--- src/rtl/rom_port_arbiter_pkg.sv ---
// -----------------------------------------------------------------------------
// rom_port_arbiter_pkg
// Shared types, constants and helpers for the instruction-ROM port arbiter.
// The project-wide defines normally come from defs.v; the guarded defaults
// below keep this package self-contained when defs.v is not on the file list.
//   WORDSIZE    : ROM word width
//   ROM_COL_MAX : number of ROM words
//   ARB_PORT_IF : encoding of the instruction-fetch port in owner/rr_last
//   ARB_PORT_LS : encoding of the load/store port in owner/rr_last
// -----------------------------------------------------------------------------
`ifndef WORDSIZE
`define WORDSIZE 32
`endif
`ifndef ROM_COL_MAX
`define ROM_COL_MAX 256
`endif
`ifndef ARB_PORT_IF
`define ARB_PORT_IF 1'b0
`endif
`ifndef ARB_PORT_LS
`define ARB_PORT_LS 1'b1
`endif

package rom_port_arbiter_pkg;

    typedef enum logic {
        ST_IDLE = 1'b0,
        ST_RESP = 1'b1
    } arb_state_e;

    // Port encodings double as bit positions in the req/gnt vectors.
    localparam logic PORT_IF   = `ARB_PORT_IF;
    localparam logic PORT_LS   = `ARB_PORT_LS;
    localparam int   NUM_PORTS = 2;

    // Misaligned or beyond the last word. The word index is compared rather
    // than the byte address so DEPTH*4 never overflows and 0xFFFFFFFC cannot
    // wrap back into range.
    function automatic logic addr_is_bad(input logic [31:0] addr,
                                         input logic [31:0] depth);
        return (addr[1:0] != 2'b00) || ({2'b00, addr[31:2]} >= depth);
    endfunction

endpackage

--- src/rtl/rom_port_arbiter_rr_arb2.sv ---
// -----------------------------------------------------------------------------
// rr_arb2
// Two-input round-robin arbiter. On a tie the port that did not win last time
// is granted; the history register only moves when a grant is actually issued.
//   clk, rst : clock, synchronous active-high reset (history -> LS)
//   req[1:0] : requests, bit index = port encoding
//   en       : arbiter may grant this cycle
//   gnt[1:0] : one-hot grant (all zero when en=0 or no request)
// -----------------------------------------------------------------------------
module rr_arb2
    import rom_port_arbiter_pkg::*;
(
    input  logic       clk,
    input  logic       rst,
    input  logic [1:0] req,
    input  logic       en,
    output logic [1:0] gnt
);

    logic rr_last_reg;

    always_comb begin
        gnt = 2'b00;
        if (en) begin
            if (req == 2'b11) begin
                gnt = (rr_last_reg == PORT_LS) ? 2'b01 << PORT_IF : 2'b01 << PORT_LS;
            end else begin
                gnt = req;
            end
        end
    end

    always_ff @(posedge clk) begin
        if (rst) begin
            rr_last_reg <= PORT_LS;
        end else if (|gnt) begin
            rr_last_reg <= gnt[PORT_LS] ? PORT_LS : PORT_IF;
        end
    end

endmodule

--- src/rtl/rom_port_arbiter.sv ---
// -----------------------------------------------------------------------------
// rom_port_arbiter
// Shares the combinational instruction-ROM read port between instruction
// fetch (IF) and load/store constant reads (LS). One transaction is in flight;
// the ROM word is registered so a response appears one cycle after grant.
// Misaligned or out-of-range addresses return data 0 with the error flag set.
//   clk, rst            : clock, synchronous active-high reset
//   if_req_*/ls_req_*   : valid/ready request channels (ready = grant)
//   if_rsp_*/ls_rsp_*   : valid/ready response channels with data and err
//   rom_addr / rom_data : ROM read port (byte address out, word in)
// -----------------------------------------------------------------------------
module rom_port_arbiter
    import rom_port_arbiter_pkg::*;
#(
    parameter int WORD_W = `WORDSIZE,
    parameter int DEPTH  = `ROM_COL_MAX
) (
    input  logic              clk,
    input  logic              rst,
    input  logic              if_req_valid,
    input  logic [31:0]       if_req_addr,
    output logic              if_req_ready,
    output logic              if_rsp_valid,
    output logic [WORD_W-1:0] if_rsp_data,
    output logic              if_rsp_err,
    input  logic              if_rsp_ready,
    input  logic              ls_req_valid,
    input  logic [31:0]       ls_req_addr,
    output logic              ls_req_ready,
    output logic              ls_rsp_valid,
    output logic [WORD_W-1:0] ls_rsp_data,
    output logic              ls_rsp_err,
    input  logic              ls_rsp_ready,
    output logic [31:0]       rom_addr,
    input  logic [WORD_W-1:0] rom_data
);

    logic [1:0]        req_valid;
    logic [1:0]        rsp_ready;
    logic [31:0]       req_addr [NUM_PORTS];
    logic [1:0]        gnt;
    logic              grant_en;
    logic              any_gnt;
    logic              winner;
    logic [31:0]       grant_addr;
    logic              grant_err;

    arb_state_e        state_reg;
    logic              owner_reg;
    logic [31:0]       rom_addr_reg;
    logic              rsp_valid_reg [NUM_PORTS];
    logic              rsp_err_reg   [NUM_PORTS];
    logic [WORD_W-1:0] rsp_data_reg  [NUM_PORTS];

    assign req_valid[PORT_IF] = if_req_valid;
    assign req_valid[PORT_LS] = ls_req_valid;
    assign rsp_ready[PORT_IF] = if_rsp_ready;
    assign rsp_ready[PORT_LS] = ls_rsp_ready;
    assign req_addr[PORT_IF]  = if_req_addr;
    assign req_addr[PORT_LS]  = ls_req_addr;

    // A new grant is possible when idle, or when the current owner drains its
    // response this very cycle (zero-bubble hand-over). Reset blocks grants so
    // rr_last is not disturbed by a request that reset is about to discard.
    assign grant_en = !rst && ((state_reg == ST_IDLE) || rsp_ready[owner_reg]);

    rr_arb2 u_rr_arb2 (
        .clk (clk),
        .rst (rst),
        .req (req_valid),
        .en  (grant_en),
        .gnt (gnt)
    );

    assign any_gnt    = |gnt;
    assign winner     = gnt[PORT_LS] ? PORT_LS : PORT_IF;
    assign grant_addr = req_addr[winner];
    assign grant_err  = addr_is_bad(grant_addr, 32'(DEPTH));

    // The ROM only ever sees a granted address or the previously driven one,
    // so an unqualified (possibly X) request address never reaches it.
    assign rom_addr = any_gnt ? grant_addr : rom_addr_reg;

    always_ff @(posedge clk) begin
        if (rst) begin
            rom_addr_reg <= '0;
        end else begin
            rom_addr_reg <= rom_addr;
        end
    end

    always_ff @(posedge clk) begin
        if (rst) begin
            state_reg <= ST_IDLE;
            owner_reg <= PORT_IF;
        end else if (any_gnt) begin
            state_reg <= ST_RESP;
            owner_reg <= winner;
        end else if (state_reg == ST_RESP && rsp_ready[owner_reg]) begin
            state_reg <= ST_IDLE;
        end
    end

    // Per-port response registers. Each port only updates on its own grant,
    // and any grant clears the other port's valid.
    generate
        for (genvar gi = 0; gi < NUM_PORTS; gi++) begin : gen_port
            localparam logic PORT = 1'(gi);

            always_ff @(posedge clk) begin
                if (rst) begin
                    rsp_valid_reg[gi] <= 1'b0;
                    rsp_err_reg[gi]   <= 1'b0;
                    rsp_data_reg[gi]  <= '0;
                end else if (any_gnt) begin
                    rsp_valid_reg[gi] <= gnt[gi];
                    if (gnt[gi]) begin
                        rsp_err_reg[gi]  <= grant_err;
                        rsp_data_reg[gi] <= grant_err ? '0 : rom_data;
                    end
                end else if (state_reg == ST_RESP && owner_reg == PORT && rsp_ready[gi]) begin
                    rsp_valid_reg[gi] <= 1'b0;
                end
            end
        end
    endgenerate

    assign if_req_ready = gnt[PORT_IF];
    assign ls_req_ready = gnt[PORT_LS];
    assign if_rsp_valid = rsp_valid_reg[PORT_IF];
    assign if_rsp_data  = rsp_data_reg[PORT_IF];
    assign if_rsp_err   = rsp_err_reg[PORT_IF];
    assign ls_rsp_valid = rsp_valid_reg[PORT_LS];
    assign ls_rsp_data  = rsp_data_reg[PORT_LS];
    assign ls_rsp_err   = rsp_err_reg[PORT_LS];

endmodule
--- config.mk ---
export PLATFORM = sky130hd
export DESIGN_NAME = rom_port_arbiter
export DESIGN_NICKNAME = d
export VERILOG_FILES = /design/src/rtl/rom_port_arbiter_pkg.sv /design/src/rtl/rom_port_arbiter_rr_arb2.sv /design/src/rtl/rom_port_arbiter.sv
export SDC_FILE = /design/constraint.sdc
export NUM_CORES = 1
export LEC_CHECK = 0
export CAP_MARGIN = 10
export CORE_MARGIN = 3
export CORE_UTILIZATION = 46
export CTS_CLUSTER_SIZE = 40
export DETAILED_ROUTE_END_ITERATION = 8
export MAX_ROUTING_LAYER = met4
export PLACE_DENSITY_LB_ADDON = 0.12
export SYNTH_ARGS = -nofsm -noshare
export SYNTH_HDL_FRONTEND = slang
export SYNTH_HIERARCHICAL = 1
export SYNTH_SLANG_ARGS = --single-unit
export TNS_END_PERCENT = 1
--- constraint.sdc ---
create_clock -name clk -period 7.2 [get_ports clk]
set_input_delay 1.44 -clock clk [delete_from_list [all_inputs] [get_ports clk]]
set_output_delay 1.44 -clock clk [all_outputs]
set_load 0.005 [all_outputs]
---- After elaboration in Yosys (flattened, before gate mapping) ----
Memories as Yosys holds them, arrays and structs flattened.
Index checks and enable logic that the tools add are counted.
word-level totals
  logic and storage cells ................. 75
  bits in latches ......................... 0
  bits in writable memories ............... 68
  flip-flop bits (word level) ............. 35
  input bits .............................. 102
  memory bits (read-only) ................. 0
  memories kept ........................... 3
  output and inout port bits .............. 102
cells by class
  equal/unequal tests ..................... 1
  add/subtract/negate cells ............... 0
  $mul .................................... 0
  magnitude comparators ................... 3
  muxes and demuxes ....................... 41
  bitwise gates (word level) .............. 11
  shifts and indexed selects .............. 0
  reductions and logical operators ........ 12
  divide/modulo/power cells ............... 0
memories
  memory         words  width  read ports  clocked after Yosys merged registers in  wr ports  RTL line                RTL
  rsp_data_reg   2      32     2           0                                        2         rom_port_arbiter.sv:53  logic [WORD_W-1:0] rsp_data_reg [NUM_PORTS];
  rsp_err_reg    2      1      2           0                                        2         rom_port_arbiter.sv:52  logic rsp_err_reg [NUM_PORTS];
  rsp_valid_reg  2      1      2           0                                        2         rom_port_arbiter.sv:51  logic rsp_valid_reg [NUM_PORTS];
operators by type and width
  kind                 number
  $mux 32              7
  $mux 1               31
  $ge 30x9->1 const B  1
  $or 1x1->1           8
  $logic_and 1x1->1    6
  $mux 2               3
  $reduce_bool 2->1    2
  $eq 2x2->1 const B   1
  $ge 2x2->1 const B   1
  $logic_or 1x1->1     2
  $lt 1x2->1 const B   1
  $not 1->1            2
  $not 1->2            1
  $reduce_or 2->1      1
  $logic_not 1->1      1

---- Longest topological paths before layout ----
Gate-level depths: netlist of the first run.
  depth in word-level cells ............... 14
  gate-level depth with buffers ........... 12
  mapped depth without buffers ............ 8

---- Hierarchy ----
The synthesis of the first run kept the hierarchy.
by module, submodules not included
  module            times used  area an instance (µm²)  cells each  seq. area each (µm²)
  rom_port_arbiter  1           4744.6                  427         2722.6
  rr_arb2           1           58.8                    8           20.0

---- Worst setup path before layout of the first run ----
No wires, ideal clock.
  kind .................................... input-to-output
  start ................................... in rst
  end ..................................... out rom_addr[13]
  data required time ...................... 5.760 ns
  slack ................................... 2.322 ns
  stages .................................. 9
  data arrival time ....................... 3.438 ns
  buffers on the path ..................... 5
  path through ............................ clkbuf_1 clkbuf_1 a31oi_1 nand2_1 a21oi_1 buf_4 clkbuf_1 clkbuf_1 mux2_2
between the ends
  cells in the longest elaborated chain, start to end .. 9
  elaborated cells on any way between the ends .. 10
  those cells by class .................... 6 x mux; 1 x bitwise; 3 x reduce/logical
RTL lines
  what                                         RTL line                        RTL
  from (decl)                                  rom_port_arbiter.sv:19          input logic rst,
  $logic_not 1->1 (*)                          rom_port_arbiter.sv:65          assign grant_en = !rst && ((state_reg == ST_IDLE) || rsp_ready[owner_reg]);
  $logic_and 1x1->1 (*)                        rom_port_arbiter.sv:65
  via grant_en                                 rom_port_arbiter.sv:42          logic grant_en;
  $mux 2 (*)                                   rom_port_arbiter_rr_arb2.sv:24  if (en) begin
  via ls_req_ready                             rom_port_arbiter.sv:29          output logic ls_req_ready,
  $mux 1                                       rom_port_arbiter.sv:76          assign winner = gnt[PORT_LS] ? PORT_LS : PORT_IF;
  $not 1->2 (implied by the code)              rom_port_arbiter.sv:77          assign grant_addr = req_addr[winner];
  $mux 32 (implied by the code) (3 in series)  rom_port_arbiter.sv:77
  $mux 32 (*)                                  rom_port_arbiter.sv:82          assign rom_addr = any_gnt ? grant_addr : rom_addr_reg;
  to (decl)                                    rom_port_arbiter.sv:34          output logic [31:0] rom_addr,
The timed path passes the listed nets; every way through them passes the cells marked *. The select of a mux whose other input is x is not followed.

---- Worst setup path after layout of the first run ----
  start ................................... in if_rsp_ready
  end ..................................... out rom_addr[8]
between the ends
  cells in the longest elaborated chain, start to end .. 11
  elaborated cells on any way between the ends .. 12
  those cells by class .................... 8 x mux; 1 x bitwise; 3 x reduce/logical
RTL lines
  what                                            RTL line                        RTL
  from (decl)                                     rom_port_arbiter.sv:26          input logic if_rsp_ready,
  $mux 1 (implied by the code) (*) (2 in series)  rom_port_arbiter.sv:65
  $logic_or 1x1->1 (*)                            rom_port_arbiter.sv:65
  $logic_and 1x1->1 (*)                           rom_port_arbiter.sv:65
  via grant_en                                    rom_port_arbiter.sv:42
  $mux 2 (*)                                      rom_port_arbiter_rr_arb2.sv:24
  $mux 1                                          rom_port_arbiter.sv:76
  $not 1->2 (implied by the code)                 rom_port_arbiter.sv:77
  $mux 32 (implied by the code) (3 in series)     rom_port_arbiter.sv:77
  $mux 32 (*)                                     rom_port_arbiter.sv:82
Marked as above.

==> results of run 1 <==
-- layer usage --
layer	part of all wire [%]	vias up	routed length [um]
met4	2.3	0	286
met5	0	-	0
li1	-	1902	-
met3	7.6	21	946
met1	42	1779	5170
met2	48	190	6020
-- kinds of logic (layout without fill, tap and decap cells) --
family,after synthesis,count (layout)
AO/OA/AOI/OAI,43,43
buffers and inverters,41,231
AND/OR/NAND/NOR,210,210
multiplexers,38,38
flip-flops,103,103
-- power by group through the flow --
| stage | clock, mW | sequential [mW] | combinational [mW] |
|---|---|---|---|
| finish | 0.387 | 0.676 | 0.252 |
| floorplan | 0 | 0.689 | 0.0816 |
| global placement | 0 | 0.688 | 0.249 |
| detailed placement | 0 | 0.689 | 0.253 |
| global route | 0.414 | 0.679 | 0.272 |
| CTS | 0.395 | 0.676 | 0.254 |
-- final timing paths --
| kind | from | end | slack [ps] |
|---|---|---|---|
| max | if_rsp_ready | rom_addr[8] | 1450 |
| min | owner_reg | owner_reg | 510 |
| max reg2reg | owner_reg | rsp_err_reg[0] | 3520 |
| min reg2reg | owner_reg | owner_reg | 510 |
-- stage by stage --
stage / cells / hold slack (ps) / power, mW / instance area, um2
after global routing: 758 / 524 / 1.36 / 7130
after detailed placement: 742 / 490 / 0.942 / 6910
after global placement: 742 / 480 / 0.937 / 6910
after CTS: 758 / 510 / 1.33 / 7130
after floorplan: 435 / 440 / 0.771 / 4800
final: 758 / 511 / 1.31 / 7130
-- cells in the mapped netlist (11+ instances only) --
cell and instances:
nand2_1 94, edfxtp_1 68, nor3_2 40, dfxtp_1 35, nor2b_1 34, o21ai_0 28
mux2i_1 26, nor3_1 24, clkbuf_1 21, mux2_2 12, buf_2 11
-- layout make-up --
type / count / area [um2] / area share (%)
Tap cell: 133 / 166 / 2.33
Timing Repair Buffer: 212 / 2100 / 29.5
Clock inverter: 6 / 85.1 / 1.19
Inverter: 3 / 11.3 / 0.158
Clock buffer: 10 / 128 / 1.79
Sequential cell: 103 / 2740 / 38.5
Multi-Input combinational cell: 291 / 1890 / 26.6
==> results.sh, run 1 <==
export IMPL_syn_to_final_growth_pct=48.4
export IMPL_setup_violations=0
export IMPL_synth_top_family_by_area="simple AND/OR/NAND/NOR gates"
export IMPL_drt_iter0_markers=217
export IMPL_final_cell_mix="203 x clkdlybuf4s50_1, 93 x nand2_1, 68 x edfxtp_1"
export IMPL_fin_skew_ps=6.65
export IMPL_ant_nets=0
export IMPL_p_sw_mw=0.300
export IMPL_overflow=0
export IMPL_synth_area_leaders="edfxtp_1 43%, dfxtp_1 15%, nor3_2 8.3%, nand2_1 7.3%, mux2i_1 5.4%"
export IMPL_critPathSlowestCell="a21oi_4"
export IMPL_comb_power_share_pct=19.2
export IMPL_grt_busiest_layer="met2"
export IMPL_synth_fa_ha_area_share_pct=0
export IMPL_final_util_pct=71.6
export IMPL_cp_end_kind="output port"
export IMPL_clockBufferDepth=2
export IMPL_die_w_um=108
export IMPL_synth_avg_cell_area_um2=11.0
export IMPL_powerDensity_nw_per_um2=184
export IMPL_grt_usage_pct=21.6
export IMPL_start_kind="primary input"
export IMPL_tightest_slew_ps=914
export IMPL_critPathMaxStageDelay_ps=660
export IMPL_cts_tree="yes"
export IMPL_antenna_cells=0
export IMPL_status="finished clean"
export IMPL_min_delay_path_depth=1
export IMPL_grt_max_degree=67
export IMPL_h_tree_depth=3
export IMPL_timing_hold_violations_final=0
export IMPL_synth_cells=435
export IMPL_hp_class="flop to flop"
export IMPL_path_depth=9
export IMPL_synth_xor_area_share_pct=0
export IMPL_post_route_period_util_pct=79.9
export IMPL_layout_commonest_cell="clkdlybuf4s50_1"
export IMPL_postCtsSetupRepairBufs=0
export IMPL_insertion_delay_ps=350
export IMPL_dr_pass1_iters=6
export IMPL_synth_area_um2=4800
export IMPL_cap_violations=0
export IMPL_routabilityCongestion=0.825
export IMPL_cp_cell_sequence="clkdlybuf4s50_1 > nand2b_1 > a31oi_1 > nand2_1 > a21oi_4 > buf_4 > mux2i_1 > o21ai_0 > clkdlybuf4s50_1"
export IMPL_p_seq_share_pct=51.4
export IMPL_cp_arrival_ps=4310
export IMPL_ys_warnings_count=6
export IMPL_cts_resized_gates=0
export IMPL_clock_sinks=103
export IMPL_post_drt_via_cell_ratio=5.13
export IMPL_largest_register_ffs=64
export IMPL_synth_seq_cells=103
export IMPL_p_leak_nw=2.34
export IMPL_place_ws_ps=1440
export IMPL_rsz0062_at_grt="false"
export IMPL_grt_pass1_vias=3846
export IMPL_peakVddDrop_v=0.0000813
export IMPL_ys_seq_area_share_pct=57.1
export IMPL_clk_pin_slew_worst_paths_ps=90
export IMPL_synth_top_area_share_pct=42.5
export IMPL_core_area_um2=9950
export IMPL_cts_root_buffer="clkbuf_8"
export IMPL_nets=722
export IMPL_finalSetupTns_ps=0
export IMPL_grtUsageMet3_pct=4.36
export IMPL_finalCriticalPeriod_ps=5750
export IMPL_synthDistinctLibCells=29
export IMPL_clockPowerShare_pct=29.4
export IMPL_r2r_cells=9
export IMPL_routed_wl_um=12400
export IMPL_rows=36
export IMPL_dieArea_um2=11700
export IMPL_yosys_area_share_simple_pct=25.4
export IMPL_async_reset_ff_share_pct=0
export IMPL_die_y_um=108
export IMPL_drive_gt1_share_pct=13.0
export IMPL_synth_compound_area_share_pct=5.05
export IMPL_cts_buffers=9
export IMPL_path_buf_inv=3
export IMPL_maxSlewViolCount=0
export IMPL_grt_use_met2_pct=35.2
export IMPL_vias=3892
export IMPL_path_class="primary input to output port"
export IMPL_drc=0
export IMPL_internal_power_mw=1.01
export IMPL_antenna_found_initial=0
export IMPL_finalWorstSetupSlack_ps=1450
export IMPL_synth_edf_count=68
export IMPL_critPathTopFamily="buffers and inverters"
export IMPL_fillCellCount=724
export IMPL_switching_share_pct=22.8
export IMPL_yosysTopAreaCell="edfxtp_1"
export IMPL_path_max_fanout=23
export IMPL_initial_core_util_pct=48.3
export IMPL_synthMuxAreaShare_pct=8.23
export IMPL_postCtsHoldBufs=0
export IMPL_synth_flop_cell="edfxtp_1"
export IMPL_hpwl_um=8850
export IMPL_crit_top_cell="clkdlybuf4s50_1"
export IMPL_ios=204
export IMPL_slew_headroom_pct=39.1
export IMPL_clock_fmax_mhz=174
export IMPL_syn_nets=537
export IMPL_grt_util_met1_pct=26.6
export IMPL_grt_pass1_wl_um=19100
export IMPL_cp_data_required_time_ps=5760
export IMPL_detail_route_wl_per_cell_um=16.4
export IMPL_io_buffers=203
Power figures use the tool's default switching activity.
==> run 2, diff against run 1 <==
CORE_UTILIZATION = 43   (was 46)
clock period = 5.72 ns   (was 7.2 ns; I/O delays follow)
==> results.sh, run 2 (synthesis results as in run 1) <==
export IMPL_timing_hold_violations_final=0
export IMPL_clock_fmax_mhz=200
export IMPL_crit_top_cell="clkdlybuf4s50_1"
export IMPL_finalNonFillerCells=760
export IMPL_antenna_found_initial=0
export IMPL_critPathMaxStageDelay_ps=570
export IMPL_insertion_delay_ps=360
export IMPL_antenna_cells=0
export IMPL_clockBufferDepth=2
export IMPL_post_drt_via_cell_ratio=5.09
export IMPL_postCtsHoldBufs=0
export IMPL_clock_sinks=103
export IMPL_syn_to_final_growth_pct=48.5
export IMPL_dr_pass1_iters=6
export IMPL_min_from="owner_reg"
export IMPL_critPathSlowestCell="a21oi_4"
export IMPL_hp_class="flop to flop"
export IMPL_finalSetupTns_ps=0
export IMPL_powerDensity_nw_per_um2=228
export IMPL_drt_iter0_markers=193
export IMPL_routed_wl_um=12600
export IMPL_cap_violations=0
export IMPL_final_cell_mix="203 x clkdlybuf4s50_1, 93 x nand2_1, 68 x edfxtp_1"
export IMPL_clk_pin_slew_worst_paths_ps=100
export IMPL_dieArea_um2=12500
export IMPL_postCtsSetupRepairBufs=0
export IMPL_die_w_um=112
export IMPL_slew_headroom_pct=37.9
export IMPL_grt_pass1_wl_um=19800
export IMPL_nets=721
export IMPL_rsz0062_at_grt="false"
export IMPL_hold_slack_ps=514
export IMPL_maxSlewViolCount=0
export IMPL_p_leak_nw=2.32
export IMPL_reg2reg_slack_ps=2350
export IMPL_grt_max_degree=73
export IMPL_r2r_cells=9
export IMPL_final_util_pct=67.3
export IMPL_cp_arrival_ps=3860
export IMPL_finalCriticalPeriod_ps=5000
export IMPL_drive_gt1_share_pct=13.0
export IMPL_detail_route_wl_per_cell_um=16.6
export IMPL_path_buf_inv=3
export IMPL_setup_violations=0
export IMPL_cp_cell_sequence="clkdlybuf4s50_1 > nand2b_1 > a31oi_1 > nand2_1 > a21oi_4 > buf_4 > mux2i_1 > o21ai_0 > clkdlybuf4s50_1"
export IMPL_drc=0
export IMPL_dp_cells=744
export IMPL_tightest_slew_ps=932
export IMPL_path_class="primary input to output port"
export IMPL_cp_data_required_time_ps=4580
export IMPL_vias=3865
export IMPL_overflow=0
export IMPL_min_delay_path_depth=1
export IMPL_initial_core_util_pct=45.3
export IMPL_ios=204
export IMPL_cts_tree="yes"
export IMPL_cts_buffers=9
export IMPL_hpwl_um=8800
export IMPL_fin_skew_ps=6.27
export IMPL_grt_usage_pct=20.3
export IMPL_peakVddDrop_v=0.000112
export IMPL_rr_endpoint="rsp_err_reg[0]"
export IMPL_io_buffers=203
export IMPL_start_kind="primary input"
export IMPL_grt_pass1_vias=3973
export IMPL_post_route_period_util_pct=87.4
export IMPL_rows=37
export IMPL_routabilityCongestion=0.800
export IMPL_cts_root_buffer="clkbuf_8"
export IMPL_rr_startpoint="owner_reg"
export IMPL_cp_end_kind="output port"
export IMPL_layout_commonest_cell="clkdlybuf4s50_1"
export IMPL_path_max_fanout=18
export IMPL_status="finished clean"
export IMPL_h_tree_depth=3
export IMPL_die_y_um=112
export IMPL_critPathTopFamily="buffers and inverters"
export IMPL_ant_nets=0
export IMPL_holdPathEnd="owner_reg"
export IMPL_core_area_um2=10600
export IMPL_largest_register_ffs=64
export IMPL_cts_resized_gates=0
## run 2: changes by cell type in the layout (fill, tap and decap cells not counted)
cell and change:
clkinvlp_4 +3, clkinv_4 -1, clkinv_2 -1, bufinv_16 -1, clkbuf_1 -1, inv_6 +1, buf_4 -3, buf_12 +2
## run 2: power breakdown
group          switching [mW]  total [mW]  internal (mW)
combinational           0.121       0.318          0.197
clock                   0.256       0.458          0.202
sequential             0.0139       0.850          0.837
## run 2: final cells by class
type                            count  area (um2)
Sequential cell                   103        2740
Tap cell                          136         170
Clock buffer                        9         124
Clock inverter                      7        72.6
Timing Repair Buffer              211        2120
Multi-Input combinational cell    291        1890
Fill cell                         867        3470
Inverter                            3        11.3
## run 2: routing by layer
layer | wire length [um] | GRT usage [%]
met1 | 5210 | 23.7
met2 | 6230 | 34.5
met3 | 1030 | 5.54
met4 | 121 | 5.84
met5 | 0 | -
## run 2: worst max path at each step
| stage | start | end | slack (ps) | depth (start not counted) |
|---|---|---|---|---|
| after floorplan | rst | rom_addr[13] | 1430 | 9 |
| after global placement | if_rsp_ready | rom_addr[24] | 790 | 8 |
| after detailed placement | if_rsp_ready | rom_addr[4] | 760 | 9 |
| after CTS | if_rsp_ready | rom_addr[4] | 730 | 9 |
| after global routing | if_rsp_ready | rom_addr[14] | 510 | 9 |
| final | if_rsp_ready | rom_addr[4] | 720 | 9 |
## run 2: metrics by stage
stage          instance area (um2)  power, mW  setup WS (ps)
2_1_floorplan                 4800      0.970           1430
3_3_place_gp                  6940       1.18            790
3_5_place_dp                  6940       1.19            758
4_1_cts                       7130       1.64            731
5_1_grt                       7130       1.70            510
6_report                      7130       1.63            720
==> run 3, diff against run 2 <==
CAP_MARGIN = unset   (was 10)
CORE_UTILIZATION = 35   (was 43)
==> results.sh, run 3 (synthesis results as in run 1) <==
export IMPL_status="finished clean"
export IMPL_vias=3870
export IMPL_clockBufferDepth=2
export IMPL_overflow=0
export IMPL_p_total_mw=1.81
export IMPL_routed_wl_um=12600
export IMPL_routabilityCongestion=0.804
export IMPL_cp_data_required_time_ps=4580
export IMPL_path_class="primary input to output port"
export IMPL_die_w_um=123
export IMPL_critPathMaxStageDelay_ps=580
export IMPL_cts_buffers=9
export IMPL_dieArea_um2=15200
export IMPL_critPathTopFamily="buffers and inverters"
export IMPL_path_buf_inv=3
export IMPL_final_util_pct=54.6
export IMPL_io_buffers=203
export IMPL_hold_slack_ps=516
export IMPL_insertion_delay_ps=340
export IMPL_grt_pass1_vias=3767
export IMPL_nets=721
export IMPL_start_kind="primary input"
export IMPL_drc=0
export IMPL_final_cell_mix="203 x clkdlybuf4s50_1, 93 x nand2_1, 68 x edfxtp_1"
export IMPL_detail_route_wl_per_cell_um=15.8
export IMPL_ant_nets=0
export IMPL_powerDensity_nw_per_um2=248
export IMPL_finalCriticalPeriod_ps=4960
export IMPL_cts_resized_gates=0
export IMPL_hpwl_um=8660
export IMPL_layout_commonest_cell="clkdlybuf4s50_1"
export IMPL_postCtsSetupRepairBufs=0
export IMPL_drt_iter0_markers=208
export IMPL_crit_top_cell="clkdlybuf4s50_1"
export IMPL_rows=42
export IMPL_setup_violations=0
export IMPL_ios=204
export IMPL_clock_sinks=103
export IMPL_antenna_cells=0
export IMPL_initial_core_util_pct=36.0
export IMPL_cts_tree="yes"
export IMPL_clk_pin_slew_worst_paths_ps=60
export IMPL_p_leak_nw=2.38
export IMPL_cp_cell_sequence="clkdlybuf4s50_1 > nand2b_1 > a31oi_1 > nand2_1 > a21oi_4 > buf_12 > mux2i_1 > o21ai_0 > clkdlybuf4s50_1"
export IMPL_timing_hold_violations_final=0
export IMPL_tightest_slew_ps=945
export IMPL_postCtsHoldBufs=0
export IMPL_h_tree_depth=3
export IMPL_cts_root_buffer="clkbuf_16"
export IMPL_largest_register_ffs=64
export IMPL_finalSetupTns_ps=0
export IMPL_critPathSlowestCell="clkdlybuf4s50_1"
export IMPL_cp_arrival_ps=3820
export IMPL_place_ws_ps=762
export IMPL_path_max_fanout=18
export IMPL_drive_gt1_share_pct=12.5
export IMPL_maxSlewViolCount=0
export IMPL_rsz0062_at_grt="false"
export IMPL_cp_end_kind="output port"
export IMPL_grt_max_degree=76
export IMPL_fin_skew_ps=5.13
export IMPL_hp_class="flop to flop"
export IMPL_post_drt_via_cell_ratio=4.85
export IMPL_peakVddDrop_v=0.000158
export IMPL_slew_headroom_pct=37.0
export IMPL_finalWorstSetupSlack_ps=758
export IMPL_grt_pass1_wl_um=19300
export IMPL_grt_usage_pct=16.9
export IMPL_antenna_found_initial=0
export IMPL_dr_pass1_iters=4
export IMPL_syn_to_final_growth_pct=51.7
export IMPL_post_route_period_util_pct=86.8
export IMPL_clock_fmax_mhz=202
export IMPL_die_y_um=123
export IMPL_core_area_um2=13300
export IMPL_cap_violations=0
## run 3: cell count changes in the layout (fill, tap and decap cells not counted), sizes merged
cell and delta:
clkinvlp -4, bufinv +1, clkbuf +1, clkinv +1, inv -1
## run 3: cell type report
cell class              count  area (um2)
clock buffers              10         229
inverters                   3        11.3
multi-input cells         291        1890
fillers                  1200        6060
well taps                 176         220
flip-flops and latches    103        2740
clock inverters             4        72.6
repair buffers            211        2120
## run 3: report_power, final
part,switching [mW],internal (mW)
clock,0.260,0.378
combinational,0.120,0.197
sequential,0.0134,0.837
total,0.394,1.41
## run 3: layer usage
metal / track usage (%) / vias to the layer above / share of wire, %
met5: - / - / 0
met4: 6.51 / 0 / 1.8
met3: 4.30 / 13 / 8.2
met2: 25.7 / 160 / 46
met1: 21.8 / 1792 / 44
li1: - / 1905 / -
## run 3: through the flow
step	area [um2]	std cells
CTS	7290	798
floorplan	4800	435
global route	7290	798
finish	7290	798
global placement	6990	784
detailed placement	6990	784
## run 3: final timing paths
kind	start	end	slack (ps)	depth (start not counted)
worst min-delay path	owner_reg	owner_reg	520	1
worst min register to register	owner_reg	owner_reg	520	1
worst max register to register	owner_reg	rsp_err_reg[0]	2440	9
worst max-delay path	if_rsp_ready	rom_addr[16]	760	9
## run 3: worst reg2reg max path, stage by stage (launching register included)
cell and delay [ps]:
dfxtp_1 330, nand2b_1 170, a31oi_1 290, nand2_1 150, a21oi_4 150, buf_12 270, or4b_1 510, o22ai_1 240
nand2_4 520, o21a_1 410
